===== src/rtl/fp_pkg.sv =====
// ----------------------------------------------------------------------------
// fp_pkg
// Shared types and constants for the FP32 add/subtract sequencer.
//   fsm_state_t : sequencer states
//   fp32_t      : FP32 field view {sign, exp, frac}
//   EXP_W/MAN_W : FP32 field widths, BIAS the exponent bias
//   QNAN/POS_INF/NEG_INF : canonical special encodings
// ----------------------------------------------------------------------------
package fp_pkg;

    localparam int EXP_W = 8;
    localparam int MAN_W = 23;
    localparam int BIAS  = 127;

    localparam logic [31:0] QNAN    = 32'h7FC0_0000;
    localparam logic [31:0] POS_INF = 32'h7F80_0000;
    localparam logic [31:0] NEG_INF = 32'hFF80_0000;

    typedef enum logic [2:0] {
        IDLE,
        SPECIAL,
        EXP,
        ALIGN,
        MANT,
        NORM,
        DONE
    } fsm_state_t;

    typedef struct packed {
        logic             sign;
        logic [EXP_W-1:0] exp;
        logic [MAN_W-1:0] frac;
    } fp32_t;

    // Zero, denormal, Inf and NaN all bypass the arithmetic path.
    function automatic logic is_special(input fp32_t x);
        return (x.exp == '0) || (x.exp == '1);
    endfunction

endpackage


===== src/rtl/addsub_block.sv =====
// ----------------------------------------------------------------------------
// addsub_block
// 24-bit adder/subtractor shared by the FP sequencer.
//   a_in, b_in : operands
//   sel        : 0 = a_in + b_in, 1 = a_in - b_in (two's complement)
//   sum        : low 24 bits of the result
//   c_out      : carry out (on subtract: 1 means no borrow)
// ----------------------------------------------------------------------------
module addsub_block (
    input  logic [23:0] a_in,
    input  logic [23:0] b_in,
    input  logic        sel,
    output logic [23:0] sum,
    output logic        c_out
);

    logic [23:0] b_eff;

    assign b_eff        = sel ? ~b_in : b_in;
    assign {c_out, sum} = {1'b0, a_in} + {1'b0, b_eff} + {24'd0, sel};

endmodule


===== src/rtl/lzc24.sv =====
// ----------------------------------------------------------------------------
// lzc24
// Combinational leading-zero counter for a 24-bit value.
//   value : input vector
//   count : number of leading zeros from bit 23 down; 24 when value is zero
// ----------------------------------------------------------------------------
module lzc24 (
    input  logic [23:0] value,
    output logic [4:0]  count
);

    logic found;

    always_comb begin
        count = 5'd24;
        found = 1'b0;
        for (int i = 23; i >= 0; i--) begin
            if (!found && value[i]) begin
                count = 5'(23 - i);
                found = 1'b1;
            end
        end
    end

endmodule


===== src/rtl/fp_addsub_seq.sv =====
// ----------------------------------------------------------------------------
// fp_addsub_seq
// Multi-cycle FP32 add/subtract. One operation in flight; a single
// addsub_block is time-shared for exponent compare, mantissa add/sub and
// exponent adjust. Denormals flush to zero, alignment truncates.
//   clk, rst             : clock, synchronous active-high reset
//   in_valid/in_ready    : operand handshake (ready only in IDLE)
//   op_a_in, op_b_in     : FP32 operands, sub_in selects A-B
//   out_valid/out_ready  : result handshake
//   result               : FP32 result
//   overflow/underflow   : saturated to Inf / flushed to zero
//   invalid              : NaN operand or Inf-Inf
//
// state   | meaning
// --------+------------------------------------------------------------
// IDLE    | waiting for operands
// SPECIAL | zero/denormal/Inf/NaN operand, result chosen directly
// EXP     | order operands by magnitude, exponent difference via block
// ALIGN   | shift smaller mantissa right by the difference
// MANT    | mantissa add or subtract via block
// NORM    | normalise, exponent adjust via block, range check
// DONE    | publish result, hold until out_ready
// ----------------------------------------------------------------------------
module fp_addsub_seq
    import fp_pkg::*;
(
    input  logic        clk,
    input  logic        rst,
    input  logic        in_valid,
    output logic        in_ready,
    input  logic [31:0] op_a_in,
    input  logic [31:0] op_b_in,
    input  logic        sub_in,
    output logic        out_valid,
    input  logic        out_ready,
    output logic [31:0] result,
    output logic        overflow,
    output logic        underflow,
    output logic        invalid
);

    fsm_state_t state;

    fp32_t op_a, op_b;
    fp32_t a_q, b_q;               // b_q carries the effective sign of B

    logic                big_sign;
    logic                eff_sub;
    logic [EXP_W-1:0]    big_exp;
    logic [MAN_W:0]      big_man;
    logic [MAN_W:0]      sml_man;
    logic [23:0]         blk_q;     // registered block output
    logic                carry_q;

    logic [31:0]         res_stage;
    logic                ovf_stage, unf_stage, inv_stage;

    logic [23:0]         blk_a, blk_b, blk_sum;
    logic                blk_sel, blk_cout;

    logic [4:0]          lzc_cnt;

    assign op_a = op_a_in;
    assign op_b = op_b_in;

    addsub_block u_addsub (
        .a_in  (blk_a),
        .b_in  (blk_b),
        .sel   (blk_sel),
        .sum   (blk_sum),
        .c_out (blk_cout)
    );

    lzc24 u_lzc (
        .value (blk_q),
        .count (lzc_cnt)
    );

    // ---------------- special-operand result ----------------
    logic        a_nan, b_nan, a_inf, b_inf, a_zero, b_zero;
    logic [31:0] spec_res;
    logic        spec_inv;

    always_comb begin
        a_nan  = (a_q.exp == '1) && (a_q.frac != '0);
        b_nan  = (b_q.exp == '1) && (b_q.frac != '0);
        a_inf  = (a_q.exp == '1) && (a_q.frac == '0);
        b_inf  = (b_q.exp == '1) && (b_q.frac == '0);
        a_zero = (a_q.exp == '0);
        b_zero = (b_q.exp == '0);
        spec_res = '0;
        spec_inv = 1'b0;
        if (a_nan || b_nan || (a_inf && b_inf && (a_q.sign != b_q.sign))) begin
            spec_res = QNAN;
            spec_inv = 1'b1;
        end else if (a_inf) begin
            spec_res = a_q;
        end else if (b_inf) begin
            spec_res = b_q;
        end else if (a_zero && b_zero) begin
            spec_res = (a_q.sign == b_q.sign) ? {a_q.sign, 31'd0} : 32'd0;
        end else if (a_zero) begin
            spec_res = b_q;
        end else begin
            spec_res = a_q;
        end
    end

    // ---------------- magnitude ordering ----------------
    logic             a_first;
    logic [EXP_W-1:0] l_exp_c, s_exp_c;
    logic [MAN_W:0]   l_man_c, s_man_c;
    logic             l_sign_c;

    always_comb begin
        a_first  = (a_q.exp > b_q.exp) ||
                   ((a_q.exp == b_q.exp) && (a_q.frac >= b_q.frac));
        l_exp_c  = a_first ? a_q.exp : b_q.exp;
        s_exp_c  = a_first ? b_q.exp : a_q.exp;
        l_man_c  = a_first ? {1'b1, a_q.frac} : {1'b1, b_q.frac};
        s_man_c  = a_first ? {1'b1, b_q.frac} : {1'b1, a_q.frac};
        l_sign_c = a_first ? a_q.sign : b_q.sign;
    end

    // ---------------- normalisation ----------------
    logic                norm_carry;
    logic [MAN_W-1:0]    frac_norm;
    logic signed [23:0]  exp_adj;

    always_comb begin
        norm_carry = !eff_sub && carry_q;
        // With a carry the 25-bit sum's top bit is the hidden bit.
        frac_norm  = norm_carry ? blk_q[23:1] : 23'(blk_q << lzc_cnt);
        exp_adj    = signed'(blk_sum);
    end

    // ---------------- shared block operand mux ----------------
    always_comb begin
        blk_a   = '0;
        blk_b   = '0;
        blk_sel = 1'b0;
        case (state)
            EXP: begin
                blk_a   = {16'd0, l_exp_c};
                blk_b   = {16'd0, s_exp_c};
                blk_sel = 1'b1;
            end
            MANT: begin
                blk_a   = big_man;
                blk_b   = sml_man;
                blk_sel = eff_sub;
            end
            NORM: begin
                blk_a   = {16'd0, big_exp};
                blk_b   = norm_carry ? 24'd1 : {19'd0, lzc_cnt};
                blk_sel = !norm_carry;
            end
            default: ;
        endcase
    end

    // ---------------- sequencer ----------------
    always_ff @(posedge clk) begin
        if (rst) begin
            state     <= IDLE;
            in_ready  <= 1'b1;
            out_valid <= 1'b0;
            result    <= '0;
            overflow  <= 1'b0;
            underflow <= 1'b0;
            invalid   <= 1'b0;
            a_q       <= '0;
            b_q       <= '0;
            big_sign  <= 1'b0;
            eff_sub   <= 1'b0;
            big_exp   <= '0;
            big_man   <= '0;
            sml_man   <= '0;
            blk_q     <= '0;
            carry_q   <= 1'b0;
            res_stage <= '0;
            ovf_stage <= 1'b0;
            unf_stage <= 1'b0;
            inv_stage <= 1'b0;
        end else begin
            case (state)
                IDLE: begin
                    if (in_valid && in_ready) begin
                        a_q      <= op_a;
                        b_q      <= {op_b.sign ^ sub_in, op_b.exp, op_b.frac};
                        in_ready <= 1'b0;
                        state    <= (is_special(op_a) || is_special(op_b)) ? SPECIAL : EXP;
                    end
                end
                SPECIAL: begin
                    res_stage <= spec_res;
                    inv_stage <= spec_inv;
                    ovf_stage <= 1'b0;
                    unf_stage <= 1'b0;
                    state     <= DONE;
                end
                EXP: begin
                    blk_q    <= blk_sum;
                    big_exp  <= l_exp_c;
                    big_man  <= l_man_c;
                    sml_man  <= s_man_c;
                    big_sign <= l_sign_c;
                    eff_sub  <= a_q.sign ^ b_q.sign;
                    state    <= ALIGN;
                end
                ALIGN: begin
                    if (blk_q >= 24'd24) begin
                        sml_man <= '0;
                    end else begin
                        sml_man <= sml_man >> blk_q[4:0];
                    end
                    state <= MANT;
                end
                MANT: begin
                    blk_q   <= blk_sum;
                    carry_q <= blk_cout;
                    state   <= NORM;
                end
                NORM: begin
                    ovf_stage <= 1'b0;
                    unf_stage <= 1'b0;
                    inv_stage <= 1'b0;
                    if (!norm_carry && (blk_q == '0)) begin
                        res_stage <= '0;
                    end else if (exp_adj >= 24'sd255) begin
                        res_stage <= big_sign ? NEG_INF : POS_INF;
                        ovf_stage <= 1'b1;
                    end else if (exp_adj <= 24'sd0) begin
                        res_stage <= {big_sign, 31'd0};
                        unf_stage <= 1'b1;
                    end else begin
                        res_stage <= {big_sign, exp_adj[7:0], frac_norm};
                    end
                    state <= DONE;
                end
                DONE: begin
                    if (!out_valid) begin
                        out_valid <= 1'b1;
                        result    <= res_stage;
                        overflow  <= ovf_stage;
                        underflow <= unf_stage;
                        invalid   <= inv_stage;
                    end else if (out_ready) begin
                        out_valid <= 1'b0;
                        overflow  <= 1'b0;
                        underflow <= 1'b0;
                        invalid   <= 1'b0;
                        in_ready  <= 1'b1;
                        state     <= IDLE;
                    end
                end
                default: state <= IDLE;
            endcase
        end
    end

endmodule


===== config.mk =====
export PLATFORM = sky130hd
export DESIGN_NAME = fp_addsub_seq
export DESIGN_NICKNAME = d
export VERILOG_FILES = /design/src/rtl/fp_pkg.sv /design/src/rtl/addsub_block.sv /design/src/rtl/lzc24.sv /design/src/rtl/fp_addsub_seq.sv
export SDC_FILE = /design/constraint.sdc
export NUM_CORES = 1
export LEC_CHECK = 0
export BUFFER_PORTS_ARGS = -buffer_cell sky130_fd_sc_hd__buf_2
export CAP_MARGIN = 0
export CORE_MARGIN = 2
export CORE_UTILIZATION = 60
export CTS_BUF_LIST = sky130_fd_sc_hd__clkbuf_16
export CTS_CLUSTER_DIAMETER = 150
export DETAILED_ROUTE_END_ITERATION = 8
export GPL_TIMING_DRIVEN = 0
export PLACE_DENSITY = 0.87
export SKIP_LAST_GASP = 1
export SLEW_MARGIN = 20
export SYNTH_ARGS = -nofsm -noshare
export SYNTH_HDL_FRONTEND = slang
export SYNTH_SLANG_ARGS = --single-unit

===== constraint.sdc =====
create_clock -name clk -period 9.3 [get_ports clk]
set_clock_uncertainty 0.15 [all_clocks]
set_input_delay 1.395 -clock clk [delete_from_list [all_inputs] [get_ports clk]]
set_output_delay 1.395 -clock clk [all_outputs]
set_load 0.1 [all_outputs]

After elaboration in Yosys (flattened, before gate mapping)
Index checks and enable logic that the tools add are counted.
{"block": "totals", "ff_bits": 222, "in_bits": 69, "out_inout_bits": 37, "elab_cells": 234}
{"block": "op_classes", "addsub": 2, "order_cmp": 5, "n_eq_ne": 17, "shifts": 2, "n_mux": 95, "bitwise": 4, "n_reduce_logical": 85}
{"op": "32-bit 2-to-1 mux", "count": 9}
{"op": "24-bit case mux with 3 select lines", "count": 2}
{"op": "5-bit 2-to-1 mux", "count": 25}
{"op": "23-bit 2-to-1 mux", "count": 3}
{"op": "32-bit case mux with 2 select lines", "count": 1}
{"op": "24-bit 2-to-1 mux", "count": 2}
{"op": "24-bit case mux with 2 select lines", "count": 1}
{"op": "23-bit logical NOT", "count": 2}
{"op": "23-bit nonzero test", "count": 2}
{"op": "1-bit 2-to-1 mux", "count": 39}
{"op": "1-bit logical AND", "count": 34}
{"op": "8-bit equality test, second input constant", "count": 4}
{"op": "8-bit logical NOT", "count": 4}
{"op": "31-bit 2-to-1 mux", "count": 1}
{"op": "24-bit by 24-bit adder with 25-bit output", "count": 1}
{"op": "25-bit by 1-bit adder with 25-bit output", "count": 1}
{"op": "1-bit logical NOT", "count": 25}
{"op": "24-bit by 5-bit >= comparator with 1-bit output, second input constant", "count": 1}
{"op": "24-bit by 9-bit >= comparator with 1-bit output, second input constant", "count": 1}
{"op": "24-bit by 1-bit <= comparator with 1-bit output, second input constant", "count": 1}
{"op": "24-bit logical NOT", "count": 1}
{"op": "24-bit NOT", "count": 1}
{"op": "24-bit by 5-bit left shift with 23-bit output", "count": 1}
{"op": "24-bit by 5-bit >> shifter with 24-bit output", "count": 1}
{"op": "other kinds (25)", "count": 47}

Longest topological paths before layout
Gate-level depths: netlist (run 1).
{"block": "depth", "ltp_word": 81, "mapped_depth": 26, "ltp_nobuf": 25}

Modules after synthesis
From an unflattened synthesis (run 1), not the netlist that was laid out.
{"block": "hier_totals", "hier_cells": 2007, "hier_area_um2": 15158.3}
{"module": "fp_addsub_seq", "instances": 1, "cells_per_inst": 1745, "area_each_um2": 13259.0, "seq_area_each_um2": 4444.3}
{"module": "addsub_block", "instances": 1, "cells_per_inst": 216, "area_each_um2": 1607.8, "seq_area_each_um2": 0.0}
{"module": "lzc24", "instances": 1, "cells_per_inst": 46, "area_each_um2": 291.5, "seq_area_each_um2": 0.0}

Least setup slack after synthesis (run 1)
OpenSTA, ideal clock, no wires.
{"block": "synth_path", "path_kind": "register -> register", "from": "reg blk_q[12]", "to": "reg res_stage[10]", "setup_ns": 0.085, "arrival_time_ns": 5.526, "required_ns": 9.065, "slack_ns": 3.540, "stages_incl_launch_ff": 23, "n_path_buf": 2, "period_less_slack_ns": 5.760, "path_cell_list": "dfxtp_1 -> or4_1 -> nor4_1 -> nand3_1 -> o21ai_1 -> clkbuf_1 -> nand2_1 -> nand2_1 -> mux2i_1 -> ha_1 -> nor2b_1 -> o21a_1 -> o21ai_0 -> a21oi_1 -> o21ai_0 -> o31ai_1 -> a31oi_1 -> xnor2_1 -> nor3_1 -> nand4_4 -> nand4bb_4 -> buf_6 -> o31ai_2"}
{"block": "synth_via", "elab_chain_cells": 49, "word_cells_on_any_way": 66}
{"item": "start: declaration", "line_no": "fp_addsub_seq.sv:52", "rtl": "logic [23:0] blk_q;"}
{"item": "start signal: assignment", "line_no": "fp_addsub_seq.sv:203", "rtl": "blk_q <= blk_sum;"}
{"item": "start signal: assignment", "line_no": "fp_addsub_seq.sv:220", "rtl": "blk_q <= blk_sum;"}
{"item": "1-bit logical AND", "line_no": "lzc24.sv:18", "rtl": "if (!found && value[i]) begin"}
{"item": "1-bit 2-to-1 mux", "line_no": "lzc24.sv:18"}
{"item": "1-bit logical NOT", "line_no": "lzc24.sv:18"}
{"item": "1-bit logical AND", "line_no": "lzc24.sv:18"}
{"item": "1-bit 2-to-1 mux", "line_no": "lzc24.sv:18"}
{"item": "1-bit logical NOT", "line_no": "lzc24.sv:18"}
{"item": "1-bit logical AND", "line_no": "lzc24.sv:18"}
{"item": "1-bit 2-to-1 mux", "line_no": "lzc24.sv:18"}
{"item": "[33 not listed]"}
{"item": "24-bit 2-to-1 mux", "line_no": "addsub_block.sv:19", "rtl": "assign b_eff = sel ? ~b_in : b_in;"}
{"item": "24-bit by 24-bit adder with 25-bit output", "line_no": "addsub_block.sv:20", "rtl": "assign {c_out, sum} = {1'b0, a_in} + {1'b0, b_eff} + {24'd0, sel};"}
{"item": "25-bit by 1-bit adder with 25-bit output", "line_no": "addsub_block.sv:20"}
{"item": "24-bit by 1-bit <= comparator with 1-bit output", "line_no": "fp_addsub_seq.sv:233", "rtl": "end else if (exp_adj <= 24'sd0) begin"}
{"item": "31-bit 2-to-1 mux", "line_no": "fp_addsub_seq.sv:233"}
{"item": "32-bit 2-to-1 mux", "line_no": "fp_addsub_seq.sv:230", "rtl": "end else if (exp_adj >= 24'sd255) begin"}
{"item": "32-bit 2-to-1 mux *", "line_no": "fp_addsub_seq.sv:228", "rtl": "if (!norm_carry && (blk_q == '0)) begin"}
{"item": "32-bit case mux with 2 select lines *", "line_no": "fp_addsub_seq.sv:186", "rtl": "case (state)"}
{"item": "end signal: assignment", "line_no": "fp_addsub_seq.sv:231", "rtl": "res_stage <= big_sign ? NEG_INF : POS_INF;"}
{"item": "end signal: assignment", "line_no": "fp_addsub_seq.sv:234", "rtl": "res_stage <= {big_sign, 31'd0};"}
{"item": "end signal: assignment", "line_no": "fp_addsub_seq.sv:237", "rtl": "res_stage <= {big_sign, exp_adj[7:0], frac_norm};"}
{"item": "end: declaration", "line_no": "fp_addsub_seq.sv:55", "rtl": "logic [31:0] res_stage;"}
Every way passes the cells marked *; elsewhere a longest branch is shown, timed or not.
A chain may end at the register's enable or synchronous reset.

Worst setup path after layout (run 1)
{"block": "layout_path", "from": "reg blk_q[22]", "to": "reg res_stage[9]"}
{"block": "layout_via", "elab_chain_cells": 79, "word_cells_on_any_way": 106}
{"item": "1-bit logical AND", "line_no": "lzc24.sv:18"}
{"item": "1-bit 2-to-1 mux", "line_no": "lzc24.sv:18"}
{"item": "1-bit logical NOT", "line_no": "lzc24.sv:18"}
{"item": "1-bit logical AND", "line_no": "lzc24.sv:18"}
{"item": "1-bit 2-to-1 mux", "line_no": "lzc24.sv:18"}
{"item": "1-bit logical NOT", "line_no": "lzc24.sv:18"}
{"item": "1-bit logical AND", "line_no": "lzc24.sv:18"}
{"item": "1-bit 2-to-1 mux", "line_no": "lzc24.sv:18"}
{"item": "[63 not listed]"}
{"item": "24-bit 2-to-1 mux", "line_no": "addsub_block.sv:19"}
{"item": "24-bit by 24-bit adder with 25-bit output", "line_no": "addsub_block.sv:20"}
{"item": "25-bit by 1-bit adder with 25-bit output", "line_no": "addsub_block.sv:20"}
{"item": "24-bit by 1-bit <= comparator with 1-bit output", "line_no": "fp_addsub_seq.sv:233"}
{"item": "31-bit 2-to-1 mux", "line_no": "fp_addsub_seq.sv:233"}
{"item": "32-bit 2-to-1 mux", "line_no": "fp_addsub_seq.sv:230"}
{"item": "32-bit 2-to-1 mux *", "line_no": "fp_addsub_seq.sv:228"}
{"item": "32-bit case mux with 2 select lines *", "line_no": "fp_addsub_seq.sv:186"}
Marked as above.

==> results of run 1 <==
## critical path, cell delays in order, from the launching register on
cell and delay (ps):
dfxtp_1 300, clkbuf_1 280, or4_4 600, nor4_1 600
nand3_1 180, o21ai_1 670, clkbuf_1 640, nand2_1 110
nand2_1 100, mux2i_1 80, ha_1 390, nor2b_1 180
o21a_1 180, o21ai_0 260, a21oi_1 220, o21ai_0 670
o31ai_1 240, a31oi_1 300, xnor2_1 150, nor3_1 280
nand4_4 230, nand4bb_4 370, buf_6 210, o31ai_2 220
## power by group through the flow
stage	logic [W]	registers [W]	clock network, W
6_report	0.00308	0.00134	0.00100
5_1_grt	0.00328	0.00134	0.00103
4_1_cts	0.00295	0.00132	0.000988
3_5_place_dp	0.00293	0.00134	0
3_3_place_gp	0.00289	0.00133	0
2_1_floorplan	0.00213	0.00124	0
## how the worst max path moves through the flow
stage | startpoint | endpoint | slack, ps | depth (start not counted)
2_1_floorplan | blk_q[12] | res_stage[10] | 3540 | 22
3_3_place_gp | b_q[29] | res_stage[6] | 1900 | 26
3_5_place_dp | blk_q[22] | res_stage[9] | 1910 | 23
4_1_cts | blk_q[22] | res_stage[9] | 1880 | 23
5_1_grt | blk_q[22] | res_stage[12] | 1170 | 23
6_report | blk_q[22] | res_stage[9] | 1580 | 23
## placed cells by master, fill, tap and decap left out, types with 55 or more instances in the layout
| master | count |
|---|---|
| a21oi_1 | 280 |
| buf_2 | 115 |
| clkbuf_1 | 131 |
| dfxtp_1 | 222 |
| ha_1 | 55 |
| inv_1 | 58 |
| mux2i_1 | 69 |
| nand2_1 | 417 |
| nor2_1 | 190 |
| o21ai_0 | 108 |
## per-layer routing
metal	global-route usage	vias up	wire (um)
met4	0.255	0	4220
met2	0.642	1181	24000
met5	0	-	0
met1	0.570	7814	22700
li1	-	7677	-
met3	0.107	238	7330
## flip-flops by register name (all words and copies together) (netlist names)
name	flops
res_stage	32
blk_q	24
invalid	1
ovf_stage	1
unf_stage	1
inv_stage	1
sml_man	24
result	32
out_valid	1
big_man	24
a_q	32
carry_q	1
big_exp	8
state	3
underflow	1
in_ready	1
eff_sub	1
big_sign	1
b_q	32
overflow	1
## cell usage after synthesis, types with 31 or more instances
cell type / number / share of area
nand2_1: 417 / 0.10
a21oi_1: 280 / 0.094
dfxtp_1: 222 / 0.30
nor2_1: 190 / 0.048
clkbuf_1: 131 / 0.033
o21ai_0: 108 / 0.036
mux2i_1: 69 / 0.046
ha_1: 55 / 0.046
inv_1: 55 / 0.014
nand3_1: 39 / 0.013
nor3_1: 34 / 0.011
xnor2_1: 31 / 0.018
## through the flow
| step | power, W | hold WS, ps | util | cell area [um^2] | std cells |
|---|---|---|---|---|---|
| CTS | 0.00525 | 303 | 0.684 | 16700 | 2548 |
| detailed placement | 0.00426 | 294 | 0.650 | 15900 | 2502 |
| global placement | 0.00422 | 293 | 0.650 | 15900 | 2502 |
| finish | 0.00543 | 300 | 0.684 | 16700 | 2549 |
| global route | 0.00566 | 314 | 0.684 | 16700 | 2548 |
| floorplan | 0.00337 | 279 | - | 14900 | 2074 |
## logic make-up (layout without fill, tap and decap cells)
group,Yosys count,in the layout
adders and majority gates,56,56
xor gates and xnor gates,38,38
AOI/OAI and AO/OA,627,627
muxes,92,92
buffers and inverters,212,362
other,0,1
and+or+nand+nor,827,827
DFF,222,222
## layout make-up
type,instances,area share
tap,324,0.0243
antenna,1,0.000150
multi-input combinational,1640,0.579
sequential,222,0.266
timing repair buffer,104,0.0312
clock inverter,21,0.0118
clock buffer,25,0.0375
inverter,57,0.0128
buffer,155,0.0368
==> flow_summary.toml, run 1 <==
[yosys]
yosys-mux-area-fraction = 0.0666
postSynthAreaPerCell_um2 = 7.20
yosys_register_bits = 222
asyncSetResetFlopFracSynth = 0
synth-adder-area-share = 0.0474
post_synth_instance_area_um2 = 14900
yosysSeqAreaShare = 0.298
netlist_instances = 2074
mappedNetlistNets = 2199
synth_xor_area_frac = 0.0223
yosysUniqueCellTypes = 83
count_of_flip_flops_with_a_built_in_enable_after_synthesis = 0
dominantRegCellSynth = "dfxtp_1"
synth_simple_gate_area_share = 0.244
synth-warning-count = 0
synth_top_family_by_area = "compound AO/OA/AOI/OAI gates"
synth_compound_gate_area_share = 0.266

[global_route]
global_route_wire_length_before_repair_mm = 88.3
number_of_global_route_vias_before_repair = 15600
largest_net_degree_at_the_start_of_global_routing = 15
grtUsageTotal = 0.432
globalRouteOverflowTotal = 0
antenna_found_initial = 0

[detailed_routing]
drc_errors = 0
totalWireLength_mm = 58.3
wl_per_cell_um = 22.9
detail_route.iter0.violations = 2332
drt-vias-per-instance = 6.63
firstDrtPassIters = 6
ant_nets = 0
via_count = 16900

[timing]
totalNegativeSetupSlack_ps = 0
setup_repair_after_global_routing_missed_its_margin = "no"
final.setup.worst_slack_ps = 1580
timing_hold_violations_final = 0
slew_violations = 0
final_period_minus_worst_setup_slack_ps = 7720
clock.fmax_mhz = 130
worst_pin_slew_ps = 983
max_slew_margin = 0.344
finalCritPeriodShare = 0.830
timing.final.setup_violations = 0

[clock_network]
cts.repair.resized = 0
cts_setup_buffers = 0
htree_levels = 1
cts.sink_count = 222
clockBufferDepth = 3
clockRootBuffer = "clkbuf_16"
cts_tree = "done"
cts_made_buffers = 25
cts.clk_slew.worst_paths_ps = 60
postCtsHoldBufs = 0
clock_insertion_delay_worst_skew_ps = 550

[pwr]
max-vdd-ir-drop_v = 0.000237
internal_power_w = 0.00268
switchingPower_w = 0.00275
power.density_nw_per_um2 = 325
pwr-share-comb = 0.568
leakage_nw = 6.25
seq_power_share = 0.247
pwr-share-clk = 0.185
switching_share = 0.507

[placement]
dp_worst_setup_slack_ps = 1910
finalWeightedCongestion = 1.04
port_buffer_count = 104
place_hpwl_mm = 44.9

[final_layout]
layout_filler_cell_count = 2119
nets = 2330
area_of_the_multi_input_gates_um2 = 9670
seq_area_um2 = 4440
areaGrowthSynthToFinish_pct = 11.8
post_route_cells_drive_above_1_share = 0.0980

[worst_hold_path]
hold_end = "result[21]"
worst_hold_path_cells = 2
hp-class = "flip-flop to flip-flop"
worst_hold_startpoint = "result[21]"

[critical_path]
required_time_of_the_worst_setup_path_ps = 9600
crit_fanout = 10
crit_path_end_kind = "flip-flop"
r2r_start = "blk_q[22]"
critPathKind = "flip-flop to flip-flop"
worstPathArrival_ps = 8020
startpoint_type = "flip-flop"
setup.reg_to_reg.worst_slack_ps = 1580
ff2ff_path_depth = 23
regToRegEndpoint = "res_stage[9]"

[floorplanning]
floorplan.die.height_um = 162
io_pins = 106
fp-row-count = 57
die_area_um2 = 26200
initial_utilization = 0.612
floorplan.core_area_um2 = 24400
die-width_um = 162

[run]
drv_cap = 0

[status]
status = "finished clean"
(Power assumes the default switching activity.)
==> run 2, diff against run 1 <==
- clock period: 9.3 -> 7.52 ns (I/O delays scaled with it)
==> run 2 against run 1 <==
  * Core utilization is 0.087 points higher
  * Via count fell by 0.12%
  * First-iteration DRC count down 1.9%
  * Clock power is 24% higher
  * Total power rose by 24%
  * Wire length up 0.25%
  * Clock-buffer cell count stayed put
  * Critical path depth increased by 3
  * Final cell count unchanged
  * Fmax grew 6.2%
  * Die area stayed put
  * Critical path type unchanged
  * Largest cell class unchanged
  * Highest routed layer unchanged
==> flow_summary.toml, run 2 (synthesis gave the netlist of run 1 again) <==
[status]
status = "finished clean"

[timing]
slew_violations = 0
max_slew_margin = 0.345
timing_hold_violations_final = 0
setup_repair_after_global_routing_missed_its_margin = "no"
final_period_minus_worst_setup_slack_ps = 7270
worst_pin_slew_ps = 982
finalCritPeriodShare = 0.967
fin_worst_hold_slack_ps = 300
clock.fmax_mhz = 138
totalNegativeSetupSlack_ps = 0
timing.final.setup_violations = 0

[floorplanning]
fp-row-count = 57
floorplan.die.height_um = 162
io_pins = 106
die-width_um = 162
floorplan.core_area_um2 = 24400
initial_utilization = 0.612
die_area_um2 = 26200

[final_layout]
seq_area_um2 = 4440
post_route_cells_drive_above_1_share = 0.101
final_cell_mix = "416 x nand2_1, 280 x a21oi_1, 222 x dfxtp_1"
area_of_the_multi_input_gates_um2 = 9690
areaGrowthSynthToFinish_pct = 11.9
layout_filler_cell_count = 2120
nets = 2330
most_common_library_cell_in_the_layout_ignoring_fill_and_taps = "nand2_1"

[critical_path]
startpoint_type = "flip-flop"
regToRegEndpoint = "res_stage[9]"
worstPathArrival_ps = 7570
r2r_start = "b_q[29]"
startpoint = "b_q[29]"
critPathKind = "flip-flop to flip-flop"
critPathMaxStageDelay_ps = 510
cp_slowest_cell = "dfxtp_1"
crit_path_end_kind = "flip-flop"
ff2ff_path_depth = 26
required_time_of_the_worst_setup_path_ps = 7820
setup.reg_to_reg.worst_slack_ps = 250
crit_fanout = 10
end_point_of_the_critical_path = "res_stage[9]"

[global_route]
grtUsageTotal = 0.432
global_route_wire_length_before_repair_mm = 88.3
number_of_global_route_vias_before_repair = 15600
largest_net_degree_at_the_start_of_global_routing = 15
antenna_found_initial = 0
globalRouteOverflowTotal = 0

[detailed_routing]
via_count = 16900
drc_errors = 0
ant_nets = 0
totalWireLength_mm = 58.4
firstDrtPassIters = 7
detail_route.iter0.violations = 2288
wl_per_cell_um = 22.9
drt-vias-per-instance = 6.63

[clock_network]
cts_tree = "done"
clockBufferDepth = 3
cts.sink_count = 222
htree_levels = 1
cts_made_buffers = 25
cts.clk_slew.worst_paths_ps = 60
clock_insertion_delay_worst_skew_ps = 540
postCtsHoldBufs = 0
clockRootBuffer = "clkbuf_16"
cts.repair.resized = 0
cts_setup_buffers = 0

[worst_hold_path]
worst_hold_startpoint = "result[21]"
hp-class = "flip-flop to flip-flop"

[run]
drv_cap = 0

[pwr]
max-vdd-ir-drop_v = 0.000292
leakage_nw = 6.27
power.density_nw_per_um2 = 402

[placement]
place_hpwl_mm = 44.9
finalWeightedCongestion = 1.04
port_buffer_count = 104
run 2: cell types whose count changed in the layout (fill, tap and decap cells not counted):
cell      change
clkbuf_1      -2
o21ai_0       -1
nor4_1        -1
a221oi_2      +1
nand2_1       -1
nand2_2       +1
o21ai_2       +1
nor4_2        +1
a221oi_1      -1
clkbuf_2      +2
run 2: stage by stage:
stage	total power [W]	instance area, um^2	cells	setup WS [ps]	util
after floorplan	0.00416	14900	2074	1760	-
after global placement	0.00522	15900	2502	122	0.650
after detailed placement	0.00527	15900	2502	128	0.650
after CTS	0.00650	16700	2548	103	0.684
after global routing	0.00701	16700	2548	2.00	0.685
final	0.00672	16700	2549	252	0.685
run 2: how the worst min path moves through the flow:
stage                            end  slack, ps  cells after the start
after floorplan           result[25]        280                      2
after global placement     result[3]        290                      2
after detailed placement  result[16]        290                      2
after CTS                 result[21]        300                      2
after global routing       result[9]        310                      2
final                     result[21]        300                      2
run 2: worst max-delay path, delay by kind of cell (launching register included):
kind                     cells  cell delay, ps
AO/OA/AOI/OAI               11            2750
AND/OR/NAND/NOR              8            2010
adder cells (fa/ha/maj)      2             750
buffers and inverters        3             620
flip-flops                   1             510
XOR/XNOR                     1             190
multiplexers                 1             150
run 2: routing by layer:
metal / global-route usage / vias up / share of wire
met5: 0 / - / 0
met4: 0.255 / 0 / 0.069
met3: 0.107 / 236 / 0.13
met2: 0.642 / 1211 / 0.41
met1: 0.570 / 7763 / 0.39
li1: - / 7679 / -
run 2: final cells by class:
type	instances	share of cell area
flip-flops and latches	222	0.266
plain buffers	155	0.0369
clock buffers	25	0.0374
clock inverters	21	0.0118
multi-input cells	1640	0.580
diodes	1	0.000150
repair buffers	104	0.0311
well taps	324	0.0243
inverters	57	0.0128
run 2: power by group:
| group | switching, W | leakage (nW) | internal (W) |
|---|---|---|---|
| Combinational | 0.00258 | 4.05 | 0.00124 |
| Clock | 0.000525 | 0.408 | 0.000715 |
| Sequential | 0.000300 | 1.81 | 0.00136 |
==> run 3, diff against run 2 <==
- ABC_AREA: default -> 1
- CTS_CLUSTER_DIAMETER: 150 -> default
==> run 3 against run 2 <==
  * First-iteration DRC count grew 7.3%
  * Critical path depth grew 11
  * Synthesized cell count grew 14%
  * Worst setup slack gained 170 ps
  * Via count grew 5.3%
  * Clock-buffer cell count is the same
  * Hold slack gained 14 ps
  * Final area grew 0.98%
  * Flip-flop and latch count is the same
  * Register-to-register slack gained 170 ps
  * Die area grew 1.4%
  * Final cell count grew 11%
  * Critical path type unchanged
==> flow_summary.toml, run 3 <==
[status]
status = "finished clean"

[detailed_routing]
firstDrtPassIters = 6
via_count = 17800
detail_route.iter0.violations = 2455
totalWireLength_mm = 58.1
drc_errors = 0
wl_per_cell_um = 20.5
drt-vias-per-instance = 6.26
ant_nets = 0

[floorplanning]
fp-row-count = 58
floorplan.core_area_um2 = 25000
die_area_um2 = 26600
initial_utilization = 0.607
floorplan.die.height_um = 163
die-width_um = 163
io_pins = 106

[yosys]
yosysSeqAreaShare = 0.293
synth_top_family_by_area = "compound AO/OA/AOI/OAI gates"
post_synth_instance_area_um2 = 15200
mappedNetlistNets = 2492
synth_xor_area_frac = 0.0246
netlist_instances = 2367
synth-warning-count = 0
yosysUniqueCellTypes = 53
yosys-mux-area-fraction = 0.00792
yosys-top-cells-area = "dfxtp_1 29%, o21ai_0 12%, nand2_1 9.9%"
synth_top_cell_area_share = 0.293
count_of_flip_flops_with_a_built_in_enable_after_synthesis = 0
synth.most_common_cell = "nand2_1"
cell_types_with_the_highest_counts_after_synthesis = "399 x nand2_1, 354 x o21ai_0, 284 x nor2_1"
synth-adder-area-share = 0.0467
postSynthAreaPerCell_um2 = 6.40
synth_simple_gate_area_share = 0.254
yosys_register_bits = 222
cell_taking_the_most_area_after_synthesis = "dfxtp_1"
synth_compound_gate_area_share = 0.272
asyncSetResetFlopFracSynth = 0
dominantRegCellSynth = "dfxtp_1"

[final_layout]
areaGrowthSynthToFinish_pct = 11.3
most_common_library_cell_in_the_layout_ignoring_fill_and_taps = "nand2_1"
final_cell_mix = "399 x nand2_1, 354 x o21ai_0, 284 x nor2_1"
post_route_cells_drive_above_1_share = 0.0900
nets = 2621
antenna_cells = 0

[critical_path]
cp_slowest_cell = "dfxtp_1"
ff2ff_path_depth = 37
startpoint_type = "flip-flop"
critPathMaxStageDelay_ps = 470
required_time_of_the_worst_setup_path_ps = 7770
crit_fanout = 13
crit_path_end_kind = "flip-flop"
worstPathArrival_ps = 7360
critical_path.most_common_cell = "nor2_1"
critPathKind = "flip-flop to flip-flop"
r2r_start = "b_q[28]"
startpoint = "b_q[28]"

[global_route]
grtUsageTotal = 0.428
number_of_global_route_vias_before_repair = 16200
globalRouteOverflowTotal = 0
largest_net_degree_at_the_start_of_global_routing = 14
global_route_wire_length_before_repair_mm = 88.1
antenna_found_initial = 0

[timing]
totalNegativeSetupSlack_ps = 0
clock.fmax_mhz = 141
final_period_minus_worst_setup_slack_ps = 7100
setup_repair_after_global_routing_missed_its_margin = "no"
timing.final.setup_violations = 0
slew_violations = 0
max_slew_margin = 0.307
timing_hold_violations_final = 0
worst_pin_slew_ps = 1040
finalCritPeriodShare = 0.945

[placement]
finalWeightedCongestion = 1.09
place_hpwl_mm = 45.8
port_buffer_count = 104

[run]
drv_cap = 0

[clock_network]
cts_tree = "done"
clockRootBuffer = "clkbuf_16"
htree_levels = 1
cts_made_buffers = 24
cts.sink_count = 222
clock_insertion_delay_worst_skew_ps = 540
postCtsHoldBufs = 0
clockBufferDepth = 3
cts.clk_slew.worst_paths_ps = 60

[worst_hold_path]
worst_hold_path_cells = 2
worst_hold_startpoint = "big_man[16]"
hp-class = "flip-flop to flip-flop"
==> run 3: cell count changes in the layout (fill, tap and decap cells not counted), sizes merged, moves of 21 or more <==
cell	delta
a211oi	-22
inv	+199
o211ai	+31
a311oi	-28
o32ai	+23
and2	-25
mux2i	-57
clkbuf	-21
o21ai	+249
nand3	+48
a21oi	-42
nor2	+123
==> run 3: critical path, delay by kind of cell, from the launching register on <==
family	cells	cell delay (ps)
compound gates	9	1590
xor+xnor	2	500
buf+inv	5	840
flops	1	470
simple gates	19	2720
fa+ha+maj	2	680
==> run 3: metrics by stage <==
stage          hold slack [ps]  setup WS, ps  utilization  area (um^2)  std cells
2_1_floorplan              280          2270            -        15200       2367
3_3_place_gp               296           457        0.645        16100       2801
3_5_place_dp               301           332        0.645        16100       2801
4_1_cts                    310           285        0.676        16900       2843
5_1_grt                    318          46.6        0.676        16900       2842
6_report                   315           417        0.676        16900       2842
==> run 3: final timing paths <==
| kind | end | slack [ps] |
|---|---|---|
| setup / recovery | res_stage[6] | 420 |
| hold / removal | big_man[16] | 310 |
| setup reg to reg | res_stage[6] | 420 |
| hold reg to reg | big_man[16] | 310 |
==> run 3: cell type report <==
cell class	count	area, um^2
clock inverter	17	160
tap	330	413
multi-input combinational	1744	9180
buffer	138	552
clock buffer	25	626
sequential	222	4440
timing repair buffer	104	520
inverter	262	986
fill	2300	8090
==> run 3: what timing repair did <==
action	CTS	global route
setup buffers	0	0
endpoints found under the setup margin	0	32
gates resized for setup	0	3
==> run 3: cells by family (layout without fill, tap and decap cells) <==
family | after synthesis | after routing
and+or+nand+nor | 890 | 890
AOI/OAI and AO/OA | 746 | 746
buffers and inverters | 401 | 546
DFF | 222 | 222
adders and majority gates | 56 | 56
xor gates and xnor gates | 40 | 40
muxes | 12 | 12
==> run 3: metal layers <==
| layer | routed length [um] | track usage |
|---|---|---|
| met5 | 0 | 0 |
| met3 | 6690 | 0.0861 |
| met4 | 4560 | 0.270 |
| met1 | 22000 | 0.541 |
| met2 | 24900 | 0.669 |
Power of run 3 is left out: the tool's default activity adds up to more than one toggle a clock period on the data nets, which glitch-free logic cannot reach.
